**config.mk**
```make
export PLATFORM = sky130hd
export DESIGN_NAME = vrased_reset_seq_flat
export DESIGN_NICKNAME = d
export VERILOG_FILES = /design/src/rtl/vrased_reset_seq_if.sv /design/src/rtl/vrased_reset_seq.sv /design/src/flat_wrapper.sv
export SDC_FILE = /design/constraint.sdc
export NUM_CORES = 1
export LEC_CHECK = 0
export CAP_MARGIN = 15
export CORE_ASPECT_RATIO = 0.5
export CORE_MARGIN = 2
export CORE_UTILIZATION = 50
export CTS_BUF_LIST = sky130_fd_sc_hd__clkbuf_8
export DETAILED_ROUTE_END_ITERATION = 7
export HOLD_SLACK_MARGIN = 0.1
export PLACE_DENSITY = 0.83
export SLEW_MARGIN = 0
export SYNTH_ARGS = -nofsm -noshare
export SYNTH_HDL_FRONTEND = slang
export SYNTH_SLANG_ARGS = --single-unit
```
**constraint.sdc**
```tcl
create_clock -name clk -period 2.7 [get_ports clk]
set_input_delay 0.27 -clock clk [delete_from_list [all_inputs] [get_ports clk]]
set_output_delay 0.27 -clock clk [all_outputs]
set_load 0.02 [all_outputs]
```
**src/rtl/vrased_reset_seq_if.sv**
```systemverilog
// rtl/vrased_reset_seq_if.sv - wipe write port between reset sequencer and secure stack memory
interface vrased_reset_seq_if;
  logic        wipe_en;
  logic [15:0] wipe_addr;
  logic [15:0] wipe_data;
  logic        wipe_ack;

  modport master (output wipe_en, output wipe_addr, output wipe_data, input wipe_ack);
  modport slave  (input wipe_en, input wipe_addr, input wipe_data, output wipe_ack);
endinterface

```
**src/rtl/vrased_reset_seq.sv**
```systemverilog
// rtl/vrased_reset_seq.sv - VRASED violation reset sequencer: hold, stack zeroize, release
module vrased_reset_seq #(
  parameter int unsigned HOLD_CYCLES = 16,
  parameter logic [15:0] SCRUB_BASE  = 16'h0A00,
  parameter int unsigned SCRUB_WORDS = 128,
  parameter int unsigned CNT_W       = 8
) (
  input  logic             clk,
  input  logic             reset_n,
  input  logic             viol_req,
  input  logic [5:0]       viol_src,
  input  logic             cause_clr,
  vrased_reset_seq_if.master wipe,
  output logic             puc_rst,
  output logic             busy,
  output logic [5:0]       cause,
  output logic [CNT_W-1:0] viol_cnt
);

  typedef enum logic [1:0] {IDLE, HOLD, SCRUB, RELEASE} state_t;

  localparam logic [15:0]      HOLD_LOAD = 16'(HOLD_CYCLES - 1);
  localparam logic [15:0]      LAST_IDX  = 16'(SCRUB_WORDS - 1);
  localparam logic [CNT_W-1:0] CNT_MAX   = '1;

  state_t      state;
  logic [15:0] hold_cnt;
  logic [15:0] idx;
  logic        start;

  // A request only starts a new event from IDLE or RELEASE; in HOLD/SCRUB it just adds cause bits.
  assign start = viol_req && (state == IDLE || state == RELEASE);

  assign wipe.wipe_data = 16'h0000;

  always_ff @(posedge clk or negedge reset_n) begin
    if (!reset_n) begin
      state          <= IDLE;
      puc_rst        <= 1'b0;
      busy           <= 1'b0;
      wipe.wipe_en   <= 1'b0;
      wipe.wipe_addr <= SCRUB_BASE;
      cause          <= 6'd0;
      viol_cnt       <= '0;
      hold_cnt       <= 16'd0;
      idx            <= 16'd0;
    end else if (start) begin
      state          <= HOLD;
      puc_rst        <= 1'b1;
      busy           <= 1'b1;
      wipe.wipe_en   <= 1'b0;
      wipe.wipe_addr <= SCRUB_BASE;
      hold_cnt       <= HOLD_LOAD;
      idx            <= 16'd0;
      cause          <= (state == IDLE && cause_clr) ? viol_src : (cause | viol_src);
      if (viol_cnt != CNT_MAX) viol_cnt <= viol_cnt + 1'b1;
    end else begin
      if (viol_req) cause <= cause | viol_src;
      case (state)
        IDLE: begin
          if (cause_clr) cause <= 6'd0;
        end
        HOLD: begin
          if (hold_cnt == 16'd0) begin
            if (SCRUB_WORDS == 0) begin
              state   <= RELEASE;
              puc_rst <= 1'b0;
            end else begin
              state        <= SCRUB;
              wipe.wipe_en <= 1'b1;
              idx          <= 16'd0;
            end
          end else begin
            hold_cnt <= hold_cnt - 16'd1;
          end
        end
        SCRUB: begin
          if (wipe.wipe_ack) begin
            wipe.wipe_addr <= wipe.wipe_addr + 16'd2;
            idx            <= idx + 16'd1;
            if (idx == LAST_IDX) begin
              state        <= RELEASE;
              wipe.wipe_en <= 1'b0;
              puc_rst      <= 1'b0;
            end
          end
        end
        RELEASE: begin
          state          <= IDLE;
          busy           <= 1'b0;
          wipe.wipe_addr <= SCRUB_BASE;
        end
        default: state <= IDLE;
      endcase
    end
  end

endmodule

```
**src/flat_wrapper.sv**
```systemverilog
// flat-port wrapper written by rule: the top's interface ports become plain ports
module vrased_reset_seq_flat 
#(
  parameter int unsigned HOLD_CYCLES = 16,
  parameter logic [15:0] SCRUB_BASE  = 16'h0A00,
  parameter int unsigned SCRUB_WORDS = 128,
  parameter int unsigned CNT_W       = 8
)
  (clk, reset_n, viol_req, viol_src, cause_clr, puc_rst, busy, cause, viol_cnt, wipe_wipe_en, wipe_wipe_addr, wipe_wipe_data, wipe_wipe_ack);
  vrased_reset_seq_if wipe_i ();
  input  logic clk;
  input  logic reset_n;
  input  logic viol_req;
  input  logic [5:0] viol_src;
  input  logic cause_clr;
  output logic puc_rst;
  output logic busy;
  output logic [5:0] cause;
  output logic [CNT_W-1:0] viol_cnt;
  output wire logic [$bits(wipe_i.wipe_en)-1:0] wipe_wipe_en;
  output wire logic [$bits(wipe_i.wipe_addr)-1:0] wipe_wipe_addr;
  output wire logic [$bits(wipe_i.wipe_data)-1:0] wipe_wipe_data;
  input wire logic [$bits(wipe_i.wipe_ack)-1:0] wipe_wipe_ack;
  assign wipe_wipe_en = wipe_i.wipe_en;
  assign wipe_wipe_addr = wipe_i.wipe_addr;
  assign wipe_wipe_data = wipe_i.wipe_data;
  assign wipe_i.wipe_ack = wipe_wipe_ack;
  vrased_reset_seq #(.HOLD_CYCLES(HOLD_CYCLES), .SCRUB_BASE(SCRUB_BASE), .SCRUB_WORDS(SCRUB_WORDS), .CNT_W(CNT_W)) u_core (.clk(clk), .reset_n(reset_n), .viol_req(viol_req), .viol_src(viol_src), .cause_clr(cause_clr), .wipe(wipe_i), .puc_rst(puc_rst), .busy(busy), .cause(cause), .viol_cnt(viol_cnt));
endmodule
```
Yosys cells after proc, flatten, opt, wreduce, memory -nomap -nowiden. Index checks and enable logic that the tools add are counted. W data, S select, Z words.

Register bits after elaboration: 67. Output and inout port bits: 49.

Add/sub/neg operators: 4. Eq/ne operators: 9. Multiplexer cells: 29. Bitwise gates (word level): 1. Reductions and logical operators: 20.

Operators by type and width (count): $mux W16 (8); $pmux W16 S2 (2); $mux W6 (5); $add A16 B1 Y16 const B (1); $add A16 B2 Y16 const B (1); $eq A16 B7 Y1 const B (1); $logic_not A16 Y1 (1); $sub A16 B1 Y16 const B (1); $reduce_bool A2 Y1 (5); $add A8 B1 Y8 const B (1); $mux W1 (8); $mux W2 (4); $ne A8 B8 Y1 const B (1); $reduce_and A4 Y1 (2); $ne A3 B1 Y1 const B (2); $or A6 B6 Y6 (1); $pmux W2 S3 (1); $reduce_and A2 Y1 (3); $reduce_and A3 Y1 (2); $reduce_bool A3 Y1 (2); $eq A2 B2 Y1 const B (2); $reduce_bool A4 Y1 (1); $ne A3 B2 Y1 const B (1); $eq A2 B1 Y1 const B (1); other kinds (5) (6).

Logic depth before layout (Yosys ltp). Gate-level depths: netlist (run 1).

Depth after elaboration: 5. Mapped depth: 9.

Worst setup path before layout (run 1). No wires, ideal clock.

Path kind: reg-to-reg. Start point: register u_core.state[0]. End point: register u_core.wipe.wipe_addr[13]. Library setup time: 128 ps. Arrival time: 1936 ps. Required time: 2572 ps. Slack: 636 ps. Cell stages (with the launch flop): 9. Path buffers: 1. Period minus slack after synthesis: 2064 ps. Path through: dfrtp_1 -> inv_1 -> ha_1 -> nand2b_1 -> clkbuf_1 -> a2111oi_2 -> nand3_1 -> xor2_1 -> nor2_1.

Longest elaborated chain between the ends: 5.

Ends and longest elaborated chain: from (decl) (RTL line vrased_reset_seq.sv:26) `state_t state;`; from (signal assigned) (RTL line vrased_reset_seq.sv:38) `state <= IDLE;`; from (signal assigned) (RTL line vrased_reset_seq.sv:48) `state <= HOLD;`; from (signal assigned) (RTL line vrased_reset_seq.sv:66) `state <= RELEASE;`; $eq A2 B2 Y1 / $logic_not A2 Y1 (equally long branches) (RTL line vrased_reset_seq.sv:32, vrased_reset_seq.sv:59); $logic_or A1 B1 Y1 (RTL line vrased_reset_seq.sv:32) `assign start = viol_req && (state == IDLE || state == RELEASE);`; $logic_and A1 B1 Y1 (RTL line vrased_reset_seq.sv:32); $ne A3 B2 Y1 (no line) / $reduce_bool A3 Y1 (equally long branches); $reduce_and A2 Y1 (no line); to (signal assigned) (RTL line vrased_reset_seq.sv:79) `wipe.wipe_addr <= wipe.wipe_addr + 16'd2;`; to (decl) (RTL line vrased_reset_seq_if.sv:8) `modport master (output wipe_en, output wipe_addr, output wipe_data, input wipe_ack);`.

Several ways; a longest one is shown, not always the timed one. A chain may end at the register's enable or synchronous reset.

Worst setup path in the final report (run 1).
Start point: register u_core.hold_cnt[0]. End point: register u_core.idx[14].

Longest elaborated chain between the ends: 3.

Ends and longest elaborated chain: from (decl) (RTL line vrased_reset_seq.sv:27) `logic [15:0] hold_cnt;`; from (signal assigned) (RTL line vrased_reset_seq.sv:74) `hold_cnt <= hold_cnt - 16'd1;`; $logic_not A16 Y1 (RTL line vrased_reset_seq.sv:64) `if (hold_cnt == 16'd0) begin`; $ne A3 B1 Y1 (no line); $reduce_and A3 Y1 (no line); to (signal assigned) (RTL line vrased_reset_seq.sv:80) `idx <= idx + 16'd1;`; to (decl) (RTL line vrased_reset_seq.sv:28) `logic [15:0] idx;`.

Every way passes these cells.

==> results of run 1 <==
-- flip-flops by register name (all words and copies together), names as in the netlist --
name and count:
u_core.wipe.wipe_addr 15, u_core.wipe.wipe_en 1, u_core.puc_rst 1, u_core.busy 1, u_core.hold_cnt 16, u_core.cause 6, u_core.state 2, u_core.viol_cnt 8
u_core.idx 16
-- worst max-delay path: stages (launching register included) --
cell and delay [ns]:
sky130_fd_sc_hd__dfrtp_1 0.39, sky130_fd_sc_hd__inv_1 0.09, sky130_fd_sc_hd__ha_1 0.21, sky130_fd_sc_hd__nor3b_2 0.32, sky130_fd_sc_hd__a41o_2 0.32, sky130_fd_sc_hd__nand3_1 0.21, sky130_fd_sc_hd__or4_1 0.52, sky130_fd_sc_hd__a31oi_1 0.17
-- routing by layer --
layer / global-route usage / wire [um] / up-vias
met2: 0.305 / 3360 / 76
met4: 0.0486 / 63 / 0
met1: 0.274 / 3720 / 1407
met5: 0 / 0 / -
li1: - / - / 1437
met3: 0.0702 / 443 / 8
-- cells by family (layout without fill, tap and decap cells) --
family          count (synthesis)  after routing  synth area share
simple gates                  163            163             0.248
flops                          66             66             0.448
compound gates                 62             62             0.108
buf+inv                        41             80            0.0670
xor+xnor                       26             26            0.0616
mux                            12             12            0.0328
fa+ha+maj                      10             10            0.0339
other cells                     1             17           0.00101
-- power by group --
part           total [mW]  leakage, nW  internal, mW  switching, mW
clock               0.715       0.0996         0.343          0.372
sequential           1.28        0.853          1.14          0.142
combinational        1.58        0.902         0.648          0.933
total                3.58         1.85          2.13           1.45
-- layout by cell type, fill, tap and decap left out, drive strengths merged, types with 3 or more instances in the layout --
| cell | Yosys | layout |
|---|---|---|
| nor3 | 12 | 12 |
| nand3 | 25 | 25 |
| xnor2 | 9 | 9 |
| nor4 | 14 | 14 |
| nand2 | 23 | 23 |
| xor2 | 17 | 17 |
| nand3b | 3 | 3 |
| mux2i | 11 | 11 |
| a21oi | 19 | 19 |
| o21ai | 14 | 14 |
| clkdlybuf4s50 | 0 | 41 |
| nand2b | 3 | 3 |
| nor2 | 39 | 39 |
| dfrtp | 64 | 64 |
| a2111oi | 3 | 3 |
| clkinv | 0 | 3 |
| inv | 13 | 16 |
| conb | 1 | 17 |
| a31oi | 8 | 8 |
| clkbuf | 7 | 10 |
| a22o | 6 | 6 |
| and3 | 15 | 15 |
| nand4 | 9 | 9 |
| nor2b | 3 | 3 |
| buf | 21 | 9 |
| ha | 10 | 10 |
| or3 | 3 | 3 |
| or4 | 5 | 5 |
-- worst paths after layout --
kind,from,endpoint,slack [ns],depth (start not counted)
max,u_core.hold_cnt[0],u_core.idx[14],0.41,7
min,reset_n,u_core.wipe.wipe_addr[3],0.46,2
max reg2reg,u_core.hold_cnt[0],u_core.idx[14],0.41,7
min reg2reg,u_core.busy,u_core.busy,0.48,1
max in group asynchronous,reset_n,u_core.hold_cnt[15],1.61,3
min in group clk,u_core.busy,u_core.busy,0.48,1
-- stage by stage --
step | instances | power (mW) | instance area, um2 | hold slack (ns)
floorplan | 397 | 2.45 | 3760 | -0.0256
global placement | 515 | 2.85 | 4170 | 0.330
detailed placement | 515 | 2.88 | 4170 | 0.326
CTS | 532 | 3.61 | 4340 | 0.470
global route | 532 | 3.82 | 4340 | 0.506
finish | 532 | 3.58 | 4340 | 0.462
-- cell type report --
type	instances	area, um2	share of cell area
multi-input cells	290	1860	0.428
flip-flops and latches	66	1650	0.381
repair buffers	51	498	0.115
clock buffers	10	138	0.0317
well taps	96	120	0.0277
inverters	13	48.8	0.0112
clock inverters	6	26.3	0.00605
==> metrics.md, run 1 <==
| Metric | Value |
|---|---|
| Outcome | complete, no violations |
| Highest clock rate | 437 MHz |
| Dominant synthesized flop cell | sky130_fd_sc_hd__dfrtp_1 |
| Number of buffers created by CTS | 9 |
| Synth cell types | about 50 |
| Final wirelength | 7580 um |
| Area share of the leading cell type in the synthesized netlist | 0.433 |
| Cell types with the largest area share after synthesis | sky130_fd_sc_hd__dfrtp_1 43%, sky130_fd_sc_hd__xor2_1 4.0%, sky130_fd_sc_hd__nor2_1 4.0% |
| Flip-flop and latch count after synthesis | 66 |
| Initial antenna violation count | 0 |
| Synth Warn # | 0 |
| Clock slew seen by the registers of the worst setup and hold paths | 0.07 ns |
| Placeable core region | 7240 um2 |
| Global-route wire length before repair | 12900 um |
| Average cell area after synthesis | about 9.7 um2 |
| Area growth from synthesis to layout | 17.5% |
| Setup repair after global routing missed its margin | false |
| Power density normalized to cell area | approximately 800 nW/um2 |
| Proportion of synthesized chip area in sequential cells | 0.448 |
| Vias per cell | 5.50 |
| First-iteration detailed-routing DRC count | 156 |
| Leak | 1.85 nW |
| Number of clock sinks | 66 |
| # nets final | about 450 |
| Site Rows | 22 |
| DRC violations left | 0 |
| H-tree depth | 3 |
| Final period util | 0.848 |
| Layout cells sized above 1 | 0.0849 |
| Crit path arrival time | around 2.6 ns |
| Most used standard cell by instance count after synthesis | sky130_fd_sc_hd__dfrtp_1 |
| Avg WL per Cell | 14.3 um |
| Worst setup timing slack at the placement stage | 0.422 ns |
| Maximum ir drop on the vdd rail | 416 uV |
| Final core area utilization | 0.600 |
| Half-perimeter wire length after detailed placement | 5300 um |
| Iteration count of the initial detailed-routing pass | 4 |
| Fin worst setup slack | 0.410 ns |
| Hold crit path type | in2async |
| Final total negative setup slack | 0 ns |
| Number of gates given a new drive strength after cts | 0 |
| All-Layer GR Usage | 0.199 |
| Async SR Flop Fraction | 1.00 |
| Via Count | 2928 |
| Type of the setup path with the least slack | reg2reg |
| Count of port buffers added during placement | 42 |
| Count of antenna diodes in the layout | 0 |
| Cell type with the highest aggregate area in the netlist | sky130_fd_sc_hd__dfrtp_1 |
| Slew at the pin closest to its max-slew limit | 0.634 ns |
| Clock tree from TritonCTS | built |
| Buffer type at the clock tree root | sky130_fd_sc_hd__clkbuf_8 |
| Top Ports | 60 |
| Shortest clock period the worst path allows after layout | ~2.3 ns |
| Top post-synthesis cells by count | 64 x sky130_fd_sc_hd__dfrtp_1, 39 x sky130_fd_sc_hd__nor2_1, 25 x sky130_fd_sc_hd__nand3_1 |
| Largest net degree at the start of global routing | 40 |
| Floorplan die area | 8140 um2 |
| Max clock buf depth | 2 |
| Number of antenna-violating nets in the routed design | 0 |
| RD Place Congestion | 0.868 |
| Chip Height | 64.8 um |
| Width of the die | 126 um |
| Number of enable-type register cells in the synthesized netlist | 0 |
| Total of endpoints with negative setup slack in the final report | 0 |
| Synthesized cell area | 3700 um2 |
| Required time of the critical path | 2.98 ns |
| Setup Fix Bufs, Post-CTS | 0 |
| Starting density of the core | 0.511 |
| Type of element capturing the critical path | flip-flop |
| Clk_skew | between 0.009 and 0.01 ns |
| Max Cap Viol | 0 |
| Cell count after synthesis | 381 |
| Clock latency reported for the late side of the worst-skew pair | 0.36 ns |
| Critical Path Start Type | flip-flop |
| Pins Over Slew Limit | 0 |
| Largest fanout of any net on the critical path | 7 |
| Final hold violations | 0 |
| Filler Cell Count | 588 |
| Number of global-route vias before repair | ~2700 |
| Post-CTS Hold Buffers | 1 |
| Remaining Overflow, GRT | 0 |
| Relative slew margins | 0.577 |
Note: power is estimated with default switching activity, not from simulation.
==> run 2: changes to the inputs <==
--- a/config.mk
+++ b/config.mk
@@ -12,7 +12,7 @@
 export CTS_BUF_LIST = sky130_fd_sc_hd__clkbuf_8
 export DETAILED_ROUTE_END_ITERATION = 7
 export HOLD_SLACK_MARGIN = 0.1
-export PLACE_DENSITY = 0.83
+export PLACE_DENSITY = 0.86
 export SLEW_MARGIN = 0
 export SYNTH_ARGS = -nofsm -noshare
 export SYNTH_HDL_FRONTEND = slang
==> constraint.sdc (replaced) <==
create_clock -name clk -period 1.9 [get_ports clk]
set_input_delay 0.19 -clock clk [delete_from_list [all_inputs] [get_ports clk]]
set_output_delay 0.19 -clock clk [all_outputs]
set_load 0.02 [all_outputs]
==> run 2 against run 1 <==
  * The flow now finishes with violations (negative setup slack)
  * Sequential power increased by 47%
  * Clock power is 86% higher
  * Count of clock-buffer cells in the layout fell by 1
  * First-iteration DRC count grew to 3.4 times the previous value
  * Critical path depth shrank 2
  * Global-route usage is 5.4 points higher
  * Die area did not move
  * Power rose by 93%
  * Critical endpoint is now u_core.state[1]
  * Highest routed layer unchanged
==> metrics.md, run 2 (synthesized netlist as in run 1, its figures left out) <==
| Metric | Value |
|---|---|
| Width of the die | 126 um (unchanged) |
| Registers with the most flip-flops | u_core.hold_cnt: 16 flops, u_core.idx: 16 flops, u_core.wipe.wipe_addr: 15 flops (unchanged) |
| Half-perimeter wire length after detailed placement | 5810 um (was 5300 um) |
| Largest fanout of any net on the critical path | 3 (was 7) |
| Critical Path Start Type | flip-flop (unchanged) |
| Placeable core region | 7240 um2 (unchanged) |
| Clk_skew | 0.0120 ns (was 0.00998 ns) |
| Final core area utilization | 0.723 (was 0.600) |
| Number of clock sinks | 66 (unchanged) |
| Most crowded layer after global routing | met2 (unchanged) |
| Max clock buf depth | 2 (unchanged) |
| Buffer type at the clock tree root | sky130_fd_sc_hd__clkbuf_8 (unchanged) |
| Routing usage on met3 | 0.0751 (was 0.0702) |
| RD Place Congestion | 0.876 (was 0.868) |
| Max Cap Viol | 0 (unchanged) |
| # nets final | 510 (was 452) |
| Fraction of met2 tracks used by global routing | 0.423 (was 0.305) |
| Final period util | 1.13 (was 0.848) |
| Remaining Overflow, GRT | 0 (unchanged) |
| Iteration count of the initial detailed-routing pass | 5 (was 4) |
| Most used cells in the layout excluding fill and tap cells | 62 x sky130_fd_sc_hd__dfrtp_1, 54 x sky130_fd_sc_hd__buf_4, 41 x sky130_fd_sc_hd__clkdlybuf4s50_1 (was 64 x sky130_fd_sc_hd__dfrtp_1, 41 x sky130_fd_sc_hd__clkdlybuf4s50_1, 39 x sky130_fd_sc_hd__nor2_1) |
| Clock tree from TritonCTS | built (unchanged) |
| Hold crit path type | in2async (unchanged) |
| Avg WL per Cell | 21.6 um (was 14.3 um) |
| Chip Height | 64.8 um (unchanged) |
| Site Rows | 22 (unchanged) |
| Number of global-route vias before repair | 3342 (was 2690) |
| GR Util met1 | 0.303 (was 0.274) |
| Clock slew seen by the registers of the worst setup and hold paths | 0.08 ns (was 0.07 ns) |
| H-tree depth | 3 (unchanged) |
| Leak | 2.21 nW (was 1.85 nW) |
| Setup repair after global routing missed its margin | true (was false) |
| Area growth from synthesis to layout | 41.5% (was 17.5%) |
| Count of antenna diodes in the layout | 0 (unchanged) |
| Fin worst setup slack | -0.246 ns (was 0.410 ns) |
| Shortest clock period the worst path allows after layout | 2.15 ns (was 2.29 ns) |
| Final wirelength | 12700 um (was 7580 um) |
| Vias per cell | 6.43 (was 5.50) |
| Number of antenna-violating nets in the routed design | 0 (unchanged) |
| Largest net degree at the start of global routing | 67 (was 40) |
| Via Count | 3791 (was 2928) |
| Highest clock rate | 466 MHz (was 437 MHz) |
| Maximum ir drop on the vdd rail | 569 uV (was 416 uV) |
| Initial antenna violation count | 0 (unchanged) |
| Pins Over Slew Limit | 0 (unchanged) |
| Type of the setup path with the least slack | reg2reg (unchanged) |
| Post-placement cell count | 556 (was 515) |
| Slew at the pin closest to its max-slew limit | 0.575 ns (was 0.634 ns) |
| Number of buffers created by CTS | 9 (unchanged) |
| Violations in the final reports | negative setup slack |
| Global-route wire length before repair | 16300 um (was 12900 um) |
| Clock latency reported for the late side of the worst-skew pair | 0.36 ns (about the same) |
| DRC violations left | 0 (unchanged) |
| Top Ports | 60 (unchanged) |
| Final total negative setup slack | -2.10 ns (was 0 ns) |
| Starting density of the core | 0.511 (unchanged) |
| Crit path arrival time | 2.41 ns (was 2.57 ns) |
| Required time of the critical path | 2.17 ns (was 2.98 ns) |
| Count of port buffers added during placement | 42 (unchanged) |
| Final hold violations | 0 (unchanged) |
| Post-Layout Cell Count | 590 (was 532) |
| Power density normalized to cell area | 1320 nW/um2 (was 825 nW/um2) |
| Type of element capturing the critical path | flip-flop (unchanged) |
| Floorplan die area | 8140 um2 (unchanged) |
| Outcome | complete, but fails checks (was complete, no violations) |
| Layout cells sized above 1 | 0.289 (was 0.0849) |
| All-Layer GR Usage | 0.253 (was 0.199) |
| Commonest non-fill, non-tap cell in the layout | sky130_fd_sc_hd__dfrtp_1 (unchanged) |
| Total of endpoints with negative setup slack in the final report | 24 (was 0) |
| Relative slew margins | 0.614 (was 0.577) |
| First-iteration detailed-routing DRC count | 538 (was 156) |
[run 2: cell count changes in the layout (fill, tap and decap cells not counted), sizes merged]
cell,before,now
buf,9,66
clkinvlp,0,4
inv,16,13
bufinv,0,2
clkinv,3,1
and3,15,16
clkbuf,10,9
[run 2: routing by layer]
metal,vias to the layer above,part of all wire
li1,1564,-
met1,1827,0.38
met2,304,0.46
met3,96,0.097
met4,0,0.064
met5,-,0
[run 2: final cells by class]
class	instances	area, um2
multi-input combinational	291	2220
fill	414	2010
sequential	66	1660
timing repair buffer	108	957
clock buffer	9	124
tap	96	120
clock inverter	7	95.1
inverter	13	57.6
[run 2: critical path, cell delays in order, from the launching register on]
cell,delay [ns]
sky130_fd_sc_hd__dfrtp_1,0.41
sky130_fd_sc_hd__or4_4,0.57
sky130_fd_sc_hd__nor3_4,0.24
sky130_fd_sc_hd__a41oi_2,0.19
sky130_fd_sc_hd__or4_4,0.56
sky130_fd_sc_hd__o31ai_2,0.09
[run 2: worst paths after layout]
check | from | end | slack (ns) | depth (start not counted)
max | u_core.idx[8] | u_core.state[1] | -0.25 | 5
min | reset_n | u_core.hold_cnt[14] | 0.36 | 3
max reg2reg | u_core.idx[8] | u_core.state[1] | -0.25 | 5
min reg2reg | u_core.busy | u_core.busy | 0.49 | 1
max in group asynchronous | reset_n | u_core.wipe.wipe_addr[9] | 1.20 | 3
min in group clk | viol_src[0] | u_core.cause[0] | 0.44 | 2
[run 2: stage by stage]
step	worst slack, ns	power (mW)	hold slack (ns)	instance area [um2]
after floorplan	-0.00514	3.56	-0.106	3800
after global placement	-0.0164	4.34	0.231	4510
after detailed placement	-0.0763	4.41	0.232	4510
after CTS	-0.0617	6.17	0.387	4930
after global routing	-0.303	7.13	0.400	5230
final	-0.246	6.89	0.360	5230
[run 2: what timing repair did]
| action | CTS | global route |
|---|---|---|
| setup endpoints to repair | 32 | 39 |
| hold endpoints to repair | 64 | 0 |
| hold buffers | 1 | 0 |
| gates cloned | 2 | 0 |
| setup buffers | 4 | 12 |
| pin swaps | 7 | 33 |
| resized for setup | 28 | 48 |
[run 2: where the power goes]
group	internal, mW	switching (mW)
registers	1.63	0.248
logic	1.64	2.05
clock network	0.735	0.597
total	4.00	2.89
